<file path="config.mk">
export PLATFORM = sky130hd
export DESIGN_NAME = seq_divider
export DESIGN_NICKNAME = d
export VERILOG_FILES = /design/src/rtl/seq_divider_pkg.sv /design/src/rtl/div_sub_step.sv /design/src/rtl/full_adder.sv /design/src/rtl/seq_divider.sv
export SDC_FILE = /design/constraint.sdc
export NUM_CORES = 1
export LEC_CHECK = 0
export ABC_CLOCK_PERIOD_IN_PS = 2250
export CAP_MARGIN = 20
export CORE_ASPECT_RATIO = 1.4
export CORE_MARGIN = 5
export CORE_UTILIZATION = 55
export DETAILED_ROUTE_END_ITERATION = 7
export DONT_BUFFER_PORTS = 1
export PLACE_DENSITY_LB_ADDON = 0.12
export SLEW_MARGIN = 15
export SYNTH_ARGS = -nofsm -noshare
export SYNTH_HDL_FRONTEND = slang
export SYNTH_SLANG_ARGS = --single-unit
export TNS_END_PERCENT = 50
</file>
<file path="constraint.sdc">
create_clock -name clk_i -period 2.25 [get_ports clk_i]
set_input_delay 0.3375 -clock clk_i [delete_from_list [all_inputs] [get_ports clk_i]]
set_output_delay 0.3375 -clock clk_i [all_outputs]
set_load 0.03 [all_outputs]
</file>
<file path="src/rtl/seq_divider_pkg.sv">
// Shared types and default widths for the sequential restoring divider.
package seq_divider_pkg;

  localparam int unsigned DividendWDefault = 8;
  localparam int unsigned DivisorWDefault  = 4;
  localparam int unsigned CntWDefault      = $clog2(DividendWDefault);

  typedef enum logic [1:0] {
    StIdle = 2'd0,
    StCalc = 2'd1,
    StDone = 2'd2
  } state_e;

endpackage

</file>
<file path="src/rtl/div_sub_step.sv">
// Combinational trial subtractor: minuend - subtrahend as a ripple of full adders.
module div_sub_step
  import seq_divider_pkg::*;
#(
  parameter int unsigned Width = DivisorWDefault + 1
) (
  input  logic [Width-1:0] minuend_i,
  input  logic [Width-1:0] subtrahend_i,
  output logic [Width-1:0] diff_o,
  output logic             nonneg_o
);

  logic [Width:0] carry;

  // a + ~b + 1; the final carry is set exactly when no borrow occurred.
  assign carry[0] = 1'b1;

  for (genvar i = 0; i < Width; i++) begin : g_fa
    full_adder u_fa (
      .a_i (minuend_i[i]),
      .b_i (~subtrahend_i[i]),
      .c_i (carry[i]),
      .s_o (diff_o[i]),
      .c_o (carry[i+1])
    );
  end

  assign nonneg_o = carry[Width];

endmodule

</file>
<file path="src/rtl/full_adder.sv">
// Single-bit full adder cell.
module full_adder (
  input  logic a_i,
  input  logic b_i,
  input  logic c_i,
  output logic s_o,
  output logic c_o
);

  assign s_o = a_i ^ b_i ^ c_i;
  assign c_o = (a_i & b_i) | (c_i & (a_i ^ b_i));

endmodule

</file>
<file path="src/rtl/seq_divider.sv">
// Iterative unsigned restoring divider, one quotient bit per clock,
// with a start/busy/done handshake.
module seq_divider
  import seq_divider_pkg::*;
#(
  parameter int unsigned DIVIDEND_W = DividendWDefault,
  parameter int unsigned DIVISOR_W  = DivisorWDefault
) (
  input  logic                  clk_i,
  input  logic                  rst_i,
  input  logic                  start_i,
  input  logic [DIVIDEND_W-1:0] dividend_i,
  input  logic [DIVISOR_W-1:0]  divisor_i,
  output logic                  busy_o,
  output logic                  done_o,
  output logic [DIVIDEND_W-1:0] quotient_o,
  output logic [DIVISOR_W-1:0]  remainder_o,
  output logic                  div_by_zero_o
);

  localparam int unsigned CntW = $clog2(DIVIDEND_W);

  state_e                state_q, state_d;
  logic [CntW-1:0]       cnt_q, cnt_d;
  logic [DIVIDEND_W-1:0] dvd_q, dvd_d;
  logic [DIVISOR_W-1:0]  dvs_q, dvs_d;
  // Holds the restored partial remainder; its top bit would always be zero.
  logic [DIVISOR_W-1:0]  pr_q, pr_d;
  logic [DIVIDEND_W-1:0] quo_q, quo_d;
  logic                  dz_work_q, dz_work_d;
  logic [DIVIDEND_W-1:0] quotient_q, quotient_d;
  logic [DIVISOR_W-1:0]  remainder_q, remainder_d;
  logic                  dz_q, dz_d;
  logic                  busy_q, busy_d;
  logic                  done_q, done_d;

  logic [DIVISOR_W:0] trial_a;
  logic [DIVISOR_W:0] trial_diff;
  logic               trial_nonneg;

  assign trial_a = {pr_q, dvd_q[DIVIDEND_W-1]};

  div_sub_step #(
    .Width (DIVISOR_W + 1)
  ) u_sub_step (
    .minuend_i    (trial_a),
    .subtrahend_i ({1'b0, dvs_q}),
    .diff_o       (trial_diff),
    .nonneg_o     (trial_nonneg)
  );

  always_comb begin
    state_d     = state_q;
    cnt_d       = cnt_q;
    dvd_d       = dvd_q;
    dvs_d       = dvs_q;
    pr_d        = pr_q;
    quo_d       = quo_q;
    dz_work_d   = dz_work_q;
    quotient_d  = quotient_q;
    remainder_d = remainder_q;
    dz_d        = dz_q;
    busy_d      = busy_q;
    done_d      = 1'b0;

    case (state_q)
      StIdle: begin
        if (start_i) begin
          busy_d = 1'b1;
          dvd_d  = dividend_i;
          dvs_d  = divisor_i;
          if (divisor_i == '0) begin
            state_d   = StDone;
            quo_d     = '1;
            pr_d      = dividend_i[DIVISOR_W-1:0];
            dz_work_d = 1'b1;
          end else begin
            state_d   = StCalc;
            cnt_d     = CntW'(DIVIDEND_W - 1);
            pr_d      = '0;
            quo_d     = '0;
            dz_work_d = 1'b0;
          end
        end
      end
      StCalc: begin
        pr_d  = trial_nonneg ? trial_diff[DIVISOR_W-1:0] : trial_a[DIVISOR_W-1:0];
        dvd_d = {dvd_q[DIVIDEND_W-2:0], 1'b0};
        quo_d = {quo_q[DIVIDEND_W-2:0], trial_nonneg};
        cnt_d = cnt_q - 1'b1;
        if (cnt_q == '0) begin
          state_d = StDone;
        end
      end
      StDone: begin
        // Publish the finished result together with done.
        quotient_d  = quo_q;
        remainder_d = pr_q;
        dz_d        = dz_work_q;
        done_d      = 1'b1;
        busy_d      = 1'b0;
        state_d     = StIdle;
      end
      default: state_d = StIdle;
    endcase
  end

  always_ff @(posedge clk_i) begin
    if (rst_i) begin
      state_q     <= StIdle;
      cnt_q       <= '0;
      dvd_q       <= '0;
      dvs_q       <= '0;
      pr_q        <= '0;
      quo_q       <= '0;
      dz_work_q   <= 1'b0;
      quotient_q  <= '0;
      remainder_q <= '0;
      dz_q        <= 1'b0;
      busy_q      <= 1'b0;
      done_q      <= 1'b0;
    end else begin
      state_q     <= state_d;
      cnt_q       <= cnt_d;
      dvd_q       <= dvd_d;
      dvs_q       <= dvs_d;
      pr_q        <= pr_d;
      quo_q       <= quo_d;
      dz_work_q   <= dz_work_d;
      quotient_q  <= quotient_d;
      remainder_q <= remainder_d;
      dz_q        <= dz_d;
      busy_q      <= busy_d;
      done_q      <= done_d;
    end
  end

  assign busy_o        = busy_q;
  assign done_o        = done_q;
  assign quotient_o    = quotient_q;
  assign remainder_o   = remainder_q;
  assign div_by_zero_o = dz_q;

endmodule

</file>
## Yosys cells after proc, flatten, opt, wreduce, memory -nomap -nowiden

Index checks and enable logic that the tools add are counted.

| word-level totals | value |
|---|---|
| flip-flop bits (word level) | 45 |
| bits in latches | 0 |
| bits in writable memories | 0 |
| ROM bits | 0 |
| bits of input ports | 15 |
| logic and storage cells | 74 |
| memories kept | 0 |

| operators by class | value |
|---|---|
| add/sub/neg operators | 1 |
| multiply operators | 0 |
| div/mod/pow operators | 0 |
| $lt $le $gt $ge | 0 |
| equal/unequal tests | 5 |
| shift-type cells | 0 |
| mux-type cells | 20 |
| bitwise operators | 26 |
| reduce and logical (&&, ||, !) cells | 10 |

Operators by type and width:

| operator | count |
|---|---|
| $pmux W8 S2 | 2 |
| $mux W8 | 3 |
| $mux W4 | 3 |
| $and A1 B1 Y1 | 8 |
| $pmux W4 S2 | 1 |
| $reduce_and A2 Y1 | 4 |
| $xor A1 B1 Y1 | 7 |
| $mux W2 | 3 |
| $mux W3 | 2 |
| $ne A2 B2 Y1 const B | 3 |
| $not A1 Y1 | 6 |
| $pmux W3 S2 | 1 |
| $or A1 B1 Y1 | 5 |
| $logic_not A4 Y1 | 1 |
| $pmux W2 S2 | 1 |
| $reduce_bool A2 Y1 | 2 |
| $logic_not A3 Y1 | 1 |
| $mux W1 | 3 |
| $reduce_and A3 Y1 | 1 |
| $sub A3 B1 Y3 const B | 1 |
| $eq A2 B1 Y1 const B | 1 |
| $eq A2 B2 Y1 const B | 1 |
| $logic_not A2 Y1 | 1 |
| $pmux W1 S2 | 1 |

## Longest topological paths before layout

Gate-level depths: netlist (run 1).

| depth | value |
|---|---|
| word-level depth | 13 |
| mapped depth | 12 |

## Modules after synthesis

A second synthesis (run 1) with hierarchy kept.

| unflattened totals | value |
|---|---|
| cell total of the unflattened synthesis | 208 |
| area total of the unflattened synthesis | 1,920.6 µm² |

Modules (own cells, without submodules):

| module | times used | cells each | area an instance (µm²) | sequential area each (µm²) |
|---|---|---|---|---|
| seq_divider | 1 | 197 | 1,798.0 | 900.9 |
| full_adder | 5 | 1 | 20.0 | 0.0 |
| div_sub_step | 1 | 6 | 22.5 | 0.0 |

## Least setup slack after synthesis (run 1)

Ideal clock, no wire load.

| path | value |
|---|---|
| path kind | register to register |
| start | reg dvd_q[7] |
| end | reg pr_q[0] |
| setup time | 0.091 ns |
| arrival | 2.100 ns |
| required time | 2.159 ns |
| setup slack | 0.059 ns |
| cell stages (with the launch flop) | 13 |
| path buffers | 1 |
| period minus slack after synthesis | 2.191 ns |
| path through | dfxtp_1 > inv_1 > ha_1 > inv_1 > fa_1 > inv_1 > fa_1 > inv_1 > fa_1 > buf_1 > o21ai_0 > o311ai_0 > a311oi_1 |

| between the ends | value |
|---|---|
| cells in the longest elaborated chain, start to end | 12 |
| elaborated cells on any way between the ends | 14 |
| classes of those cells | mux (2); bitwise (12) |

Ends and longest elaborated chain:

| element | RTL line | text |
|---|---|---|
| start: declaration | seq_divider.sv:25 | `logic [DIVIDEND_W-1:0] dvd_q, dvd_d;` |
| start signal: assignment | seq_divider.sv:125 | `dvd_q <= dvd_d;` |
| $and A1 B1 Y1 / $xor A1 B1 Y1 (equally long branches) | full_adder.sv:11, full_adder.sv:10 |  |
| $or A1 B1 Y1 | full_adder.sv:11 | `assign c_o = (a_i & b_i) \| (c_i & (a_i ^ b_i));` |
| $and A1 B1 Y1 | full_adder.sv:11 |  |
| $or A1 B1 Y1 | full_adder.sv:11 |  |
| $and A1 B1 Y1 | full_adder.sv:11 |  |
| $or A1 B1 Y1 | full_adder.sv:11 |  |
| $and A1 B1 Y1 | full_adder.sv:11 |  |
| $or A1 B1 Y1 | full_adder.sv:11 |  |
| $and A1 B1 Y1 | full_adder.sv:11 |  |
| $or A1 B1 Y1 | full_adder.sv:11 |  |
| $mux W4 (*) | seq_divider.sv:87 | `pr_d = trial_nonneg ? trial_diff[DIVISOR_W-1:0] : trial_a[DIVISOR_W-1:0];` |
| $pmux W4 S2 (*) | seq_divider.sv:66 | `case (state_q)` |
| end signal: assignment | seq_divider.sv:127 | `pr_q <= pr_d;` |
| end: declaration | seq_divider.sv:28 | `logic [DIVISOR_W-1:0] pr_q, pr_d;` |

Mark *: on every way between the ends. The rest lies on a longest branch, timed or not.
A chain may end at the register's enable or synchronous reset.

## Final worst setup path (run 1)

| path | value |
|---|---|
| start | reg dvd_q[7] |
| end | reg pr_q[1] |

| between the ends | value |
|---|---|
| cells in the longest elaborated chain, start to end | 12 |
| elaborated cells on any way between the ends | 14 |
| classes of those cells | mux (2); bitwise (12) |

Ends and longest elaborated chain:

| element | RTL line |
|---|---|
| $and A1 B1 Y1 / $xor A1 B1 Y1 (equally long branches) | full_adder.sv:11 |
| $or A1 B1 Y1 (*) | full_adder.sv:11 |
| $and A1 B1 Y1 | full_adder.sv:11 |
| $or A1 B1 Y1 | full_adder.sv:11 |
| $and A1 B1 Y1 | full_adder.sv:11 |
| $or A1 B1 Y1 | full_adder.sv:11 |
| $and A1 B1 Y1 | full_adder.sv:11 |
| $or A1 B1 Y1 | full_adder.sv:11 |
| $and A1 B1 Y1 | full_adder.sv:11 |
| $or A1 B1 Y1 | full_adder.sv:11 |
| $mux W4 (*) | seq_divider.sv:87 |
| $pmux W4 S2 (*) | seq_divider.sv:66 |

Marks and branches as above.

==> flow_metrics.tcl, run 1 <==
set metrics [dict create \
    htreeDepth 2 \
    final.period_utilization_pct 103.4 \
    final_nets 242 \
    dieWidth_um 60.41 \
    dpl.hpwl_um 2875 \
    routed.top_layer "met4" \
    yosysWarnings 0 \
    clockRootBuffer "clkbuf_8" \
    dr.first_iter.drc_count 51 \
    final_hold_viol_count 0 \
    relSlewSlack_pct 31.40 \
    pre_cts_ws_ns -0.1121 \
    grt_usage_pct 18.54 \
    netlist_area_um2 1957 \
    viasPerCell 6.011 \
    grt_pass1_vias 1588 \
    tightestPinTransition_ns 1.027 \
    synth_most_common_cell "dfxtp_1" \
    cts_sinks 45 \
    ys_top_cells_by_count "dfxtp_1, nand2_1, nor2_1, a21oi_1, a211oi_1" \
    ys.flop_type "dfxtp_1" \
    wl_met3_um 204 \
    max-vdd-ir-drop_v 0.0006822 \
    wl_per_cell_um 15.75 \
    cts_buffers 5 \
    async_reset_ff_share_pct 0 \
    clk_path_buf_depth 2 \
    synth.net_count 247 \
    num_vias 1575 \
    clk_latency_ns 0.29 \
    seq_area_frac_synth_pct 46.04 \
    cp_data_required_time_ns 2.38 \
    drv_cap 0 \
    grt_start_max_net_pins 46 \
    rows 25 \
    met2RoutedLength_um 2220 \
    fin_skew_ns 0.004019 \
    cp-end-kind "register" \
    max_freq_mhz 429.9 \
    finalMaxSlewViolations 0 \
    status "finished, violations left" \
    start_util_pct 57.39 \
    area_growth_pct 8.376 \
    synth_top_area_share_pct 46.04 \
    fill_cells 312 \
    netlist_instances 226 \
    layout-drive-gt1-share_pct 14.41 \
    synth_largest_area_cell "dfxtp_1" \
    io_pins 30 \
    wl_um 4126 \
    dr.pass1.iters 4 \
    syn_avg_cell_area_um2 8.659 \
    critical_path_arrival_ns 2.46 \
    die_h_um 80.58 \
    hold_class "primary input to register" \
    coreArea_um2 3410 \
    power_density_nw_per_um2 857.9 \
    finalWorstSetupSlack_ns -0.07606 \
    yosys.cell_types.count 33 \
    drc_errors 0 \
    synthTopCellsByArea "dfxtp_1, nand2_1, a21oi_1" \
    postRouteAntennaNets 0 \
    wl_met1_um 1668 \
    diodes 0 \
    setup_violations 4 \
    antenna_found_initial 0 \
    finalWeightedCongestion 0.7366 \
    totalPowerFinal_mw 1.819 \
    grt_pass1_wl_um 6844 \
    ys_ff_latch 45 \
    critPathLaunchType "register" \
    rsz0062_at_grt "yes" \
    finalCriticalPeriod_ns 2.326 \
    overflow 0 \
    clkTransAtPathRegs_ns 0.08 \
    die_area_um2 4868 \
    io_buffers 0 \
    p_leak_nw 0.7527 \
    criticalPathCategory "register to register" \
    cts_tree "done" \
    holdBufCountCts 0 \
    violations "setup timing" \
    path_max_fanout 6 \
    synth_edf_count 0 \
]
## per-stage QoR
step | TNS (ns) | area (um^2) | utilization, % | cells | hold WS [ns]
after floorplan | 0 | 1957 | - | 226 | 0.4312
after global placement | 0 | 1943 | 56.99 | 252 | 0.4123
after detailed placement | -0.4116 | 1943 | 56.99 | 252 | 0.4143
after CTS | -0.02319 | 2066 | 60.59 | 260 | 0.09417
after global routing | -0.6115 | 2121 | 62.20 | 262 | 0.07759
final | -0.1365 | 2121 | 62.20 | 262 | 0.09856
## report_power, final
part	total, mW	switching, mW	internal (mW)
sequential	0.914	0.0604	0.854
combinational	0.278	0.150	0.128
clock	0.628	0.267	0.361
## state kept, by name, indices dropped and copies added, names as in the netlist
register       count
dz_work_q          1
div_by_zero_o      1
dvd_q              8
busy_o             1
remainder_o        4
pr_q               4
quo_q              8
state_q            2
dvs_q              4
quotient_o         8
done_o             1
cnt_q              3
## cells by family after synthesis
| group | count (synthesis) | share of synthesized area [%] |
|---|---|---|
| AOI/OAI and AO/OA | 63 | 21.74 |
| muxes | 5 | 2.558 |
| buffers and inverters | 29 | 6.905 |
| DFF | 45 | 46.04 |
| and+or+nand+nor | 78 | 17.78 |
| adders and majority gates | 6 | 4.988 |
## final timing paths
check | to | depth (start not counted) | slack, ns | start
hold / removal | dvs_q[0]$_SDFFE_PP0P_ | 1 | 0.1 | rst_i
setup / recovery | pr_q[1]$_SDFFE_PP0P_ | 12 | -0.08 | dvd_q[7]$_SDFFE_PP0P_
setup reg to reg | pr_q[1]$_SDFFE_PP0P_ | 12 | -0.08 | dvd_q[7]$_SDFFE_PP0P_
hold reg to reg | dvd_q[2]$_SDFFE_PP0P_ | 2 | 0.45 | dvd_q[1]$_SDFFE_PP0P_
## metal layers
layer	vias up	global-route usage (%)
met5	-	0
met4	0	5.857
met3	4	5.466
met2	35	33.55
met1	769	20.08
li1	767	-
## repair_timing
| item | 4_1_cts | 5_1_grt |
|---|---|---|
| endpoints found under the setup margin | 4 | 4 |
| resized for setup | 1 | 22 |
| pin swaps | 1 | 6 |
| setup buffers | 0 | 2 |
## critical path: stages (launching register included)
cell	delay [ns]
dfxtp_2	0.34
inv_2	0.06
ha_4	0.12
inv_2	0.03
fa_2	0.34
inv_2	0.07
fa_2	0.19
inv_2	0.04
fa_2	0.45
buf_6	0.15
o21a_1	0.15
o21ai_1	0.13
a221oi_1	0.09
## placed cells by master, fill, tap and decap left out, types with 2 or more instances in the layout
cell type  netlist  layout
dfxtp_1         45      43
nand2_1         38      38
nor2_1          27      27
a21oi_1         24      24
a211oi_1        12      12
a311oi_1         9       9
inv_1           11       7
clkbuf_8         0       6
mux2i_1          5       5
buf_4            3       5
inv_2            0       4
a221oi_1         3       3
o21ai_1          0       3
nand3_1          3       3
fa_2             0       3
nand2b_1         2       2
nor3b_1          3       2
o21a_1           2       2
ha_1             3       2
dfxtp_2          0       2
## cell type report
cell class                      count  area, um^2  share of cell area [%]
Clock buffer                        6       82.58                   3.894
Clock inverter                      2       37.54                   1.770
Inverter                           11       41.29                   1.947
Multi-Input combinational cell    152       957.2                   45.13
Sequential cell                    45       903.4                   42.60
Tap cell                           40       50.05                   2.360
Timing Repair Buffer                6       48.80                   2.301
Note: power is estimated with default switching activity, not from simulation.
==> inputs of run 2 (changes only) <==
ABC_CLOCK_PERIOD_IN_PS = not set   (was 2250)
CORE_UTILIZATION = 50   (was 55)
CTS_BUF_LIST = sky130_fd_sc_hd__clkbuf_8 sky130_fd_sc_hd__clkbuf_16   (was not set)
==> run 2 against run 1 <==
The flow now finishes without violations. Clock skew is 0.00067 ns higher. First-iteration DRC count is 88% higher. Total power is 2.9% lower. Cell count is 0.76% higher. Count of clock-buffer cells in the layout is 1 lower. Setup slack better by 0.10 ns. Highest routed layer unchanged.
==> flow_metrics.tcl, run 2 (synthesis gave the netlist of run 1 again) <==
set metrics [dict create \
    htreeDepth 2 \
    rsz0062_at_grt "yes" \
    criticalPathCategory "register to register" \
    dr.pass1.iters 6 \
    dpl.hpwl_um 2745 \
    area_growth_pct 7.929 \
    r2r_cells 12 \
    overflow 0 \
    cts_sinks 45 \
    diodes 0 \
    status "completed" \
    num_vias 1518 \
    hold_class "primary input to register" \
    tns_ns 0 \
    postRouteAntennaNets 0 \
    mostFrequentLayoutCell "dfxtp_1" \
    wl_um 4070 \
    dpl_cell_area_um2 1954 \
    final_nets 242 \
    reg2reg_to "pr_q[3]$_SDFFE_PP0P_" \
    die_h_um 84.02 \
    stdcell_area_um2 2112 \
    cp_data_required_time_ns 2.41 \
    final_hold_viol_count 0 \
    holdBufCountCts 0 \
    hold_start "rst_i" \
    power_density_nw_per_um2 836.5 \
    wl_per_cell_um 15.42 \
    fin_skew_ns 0.004688 \
    max_freq_mhz 449.9 \
    top_usage_layer "met2" \
    cp-end-kind "register" \
    drc_errors 0 \
    drv_cap 0 \
    clkTransAtPathRegs_ns 0.08 \
    finalMaxSlewViolations 0 \
    cp_common_cell "inv_2" \
    grt_util_met3_pct 5.795 \
    p_leak_nw 0.7507 \
    mostFrequentLayoutCells "dfxtp_1, nand2_1, nor2_1" \
    grt_pass1_wl_um 6824 \
    critPathLaunchType "register" \
    final.period_utilization_pct 98.79 \
    clk_path_buf_depth 2 \
    cts_buffers 5 \
    grtUsageMet2_pct 24.93 \
    tightestPinTransition_ns 1.002 \
    path_cells "inv_2 > ha_4 > inv_2 > fa_2 > inv_2 > fa_2 > inv_2 > fa_2 > buf_6 > o21a_1 > o21ai_1 > a311oi_1" \
    io_pins 30 \
    grt_pass1_vias 1420 \
    r2r_start "dvd_q[7]$_SDFFE_PP0P_" \
    min_to "state_q[0]$_SDFFE_PP0P_" \
    use_met1_pct 19.93 \
    antenna_found_initial 0 \
    path_max_fanout 7 \
    clk_latency_ns 0.29 \
    grt_usage_pct 16.04 \
    cts_tree "done" \
    setup_violations 0 \
    critical_path_arrival_ns 2.38 \
    die_area_um2 5282 \
    viasPerCell 5.750 \
    hold_path_depth 1 \
    slowest_stage "fa_2" \
    relSlewSlack_pct 33.07 \
    layout-drive-gt1-share_pct 14.48 \
    coreArea_um2 3851 \
    clockRootBuffer "clkbuf_8" \
    finalCriticalPeriod_ns 2.223 \
    start_util_pct 50.81 \
    cp_slowest_stage_delay_ns 0.41 \
    dieWidth_um 62.87 \
    max-vdd-ir-drop_v 0.0004955 \
    rows 27 \
    startpoint "dvd_q[7]$_SDFFE_PP0P_" \
    rrSetupSlack_ns 0.03 \
    grt_start_max_net_pins 46 \
    dr.first_iter.drc_count 96 \
    finalWeightedCongestion 0.7509 \
    io_buffers 0 \
]
-- run 2: layout make-up --
class | count | area (um^2)
Inverter | 11 | 41.29
Timing Repair Buffer | 6 | 48.80
Multi-Input combinational cell | 152 | 960.9
Fill cell | 370 | 1739
Tap cell | 43 | 53.80
Clock inverter | 2 | 35.03
Sequential cell | 45 | 903.4
Clock buffer | 5 | 68.82
-- run 2: stage by stage --
step                util, %  worst slack, ns  total power, mW  std cells  hold slack (ns)
global route          54.84          -0.1430            1.867        264          0.09045
global placement      50.75          0.02978            1.155        256           0.4127
floorplan                 -          0.05870            1.129        226           0.4312
CTS                   53.93         -0.03595            1.763        264          0.09599
finish                54.84          0.02724            1.767        264           0.1089
detailed placement    50.75          -0.1243            1.168        256           0.4135
-- run 2: how the worst max path moves through the flow --
stage | slack, ns | depth (start not counted) | end
floorplan | 0.06 | 12 | pr_q[0]$_SDFFE_PP0P_
global placement | 0.03 | 11 | pr_q[0]$_SDFFE_PP0P_
detailed placement | -0.12 | 11 | pr_q[2]$_SDFFE_PP0P_
CTS | -0.04 | 11 | pr_q[1]$_SDFFE_PP0P_
global route | -0.14 | 11 | pr_q[3]$_SDFFE_PP0P_
finish | 0.03 | 12 | pr_q[3]$_SDFFE_PP0P_
-- run 2: routing by layer --
metal	routed length (um)	up-vias
li1	-	772
met1	1786	705
met2	1980	36
met3	238	5
met4	64	0
met5	0	-
-- run 2: repair_timing --
action | in CTS | in global routing
setup endpoints to repair | 4 | 5
setup buffers | 1 | 0
pin swaps | 5 | 5
cloned | 0 | 0
gates resized for setup | 9 | 11
-- run 2: power breakdown --
part / total, mW / switching (mW) / internal, mW
combinational: 0.272 / 0.149 / 0.123
sequential: 0.912 / 0.0586 / 0.854
clock: 0.582 / 0.260 / 0.323
total: 1.77 / 0.467 / 1.30
-- run 2: critical path, delay by kind of cell (launching register included) --
kind,cells,cell delay (ns)
buffers and inverters,5,0.34
AOI/OAI and AO/OA,3,0.40
DFF,1,0.33
adders and majority gates,4,1.03
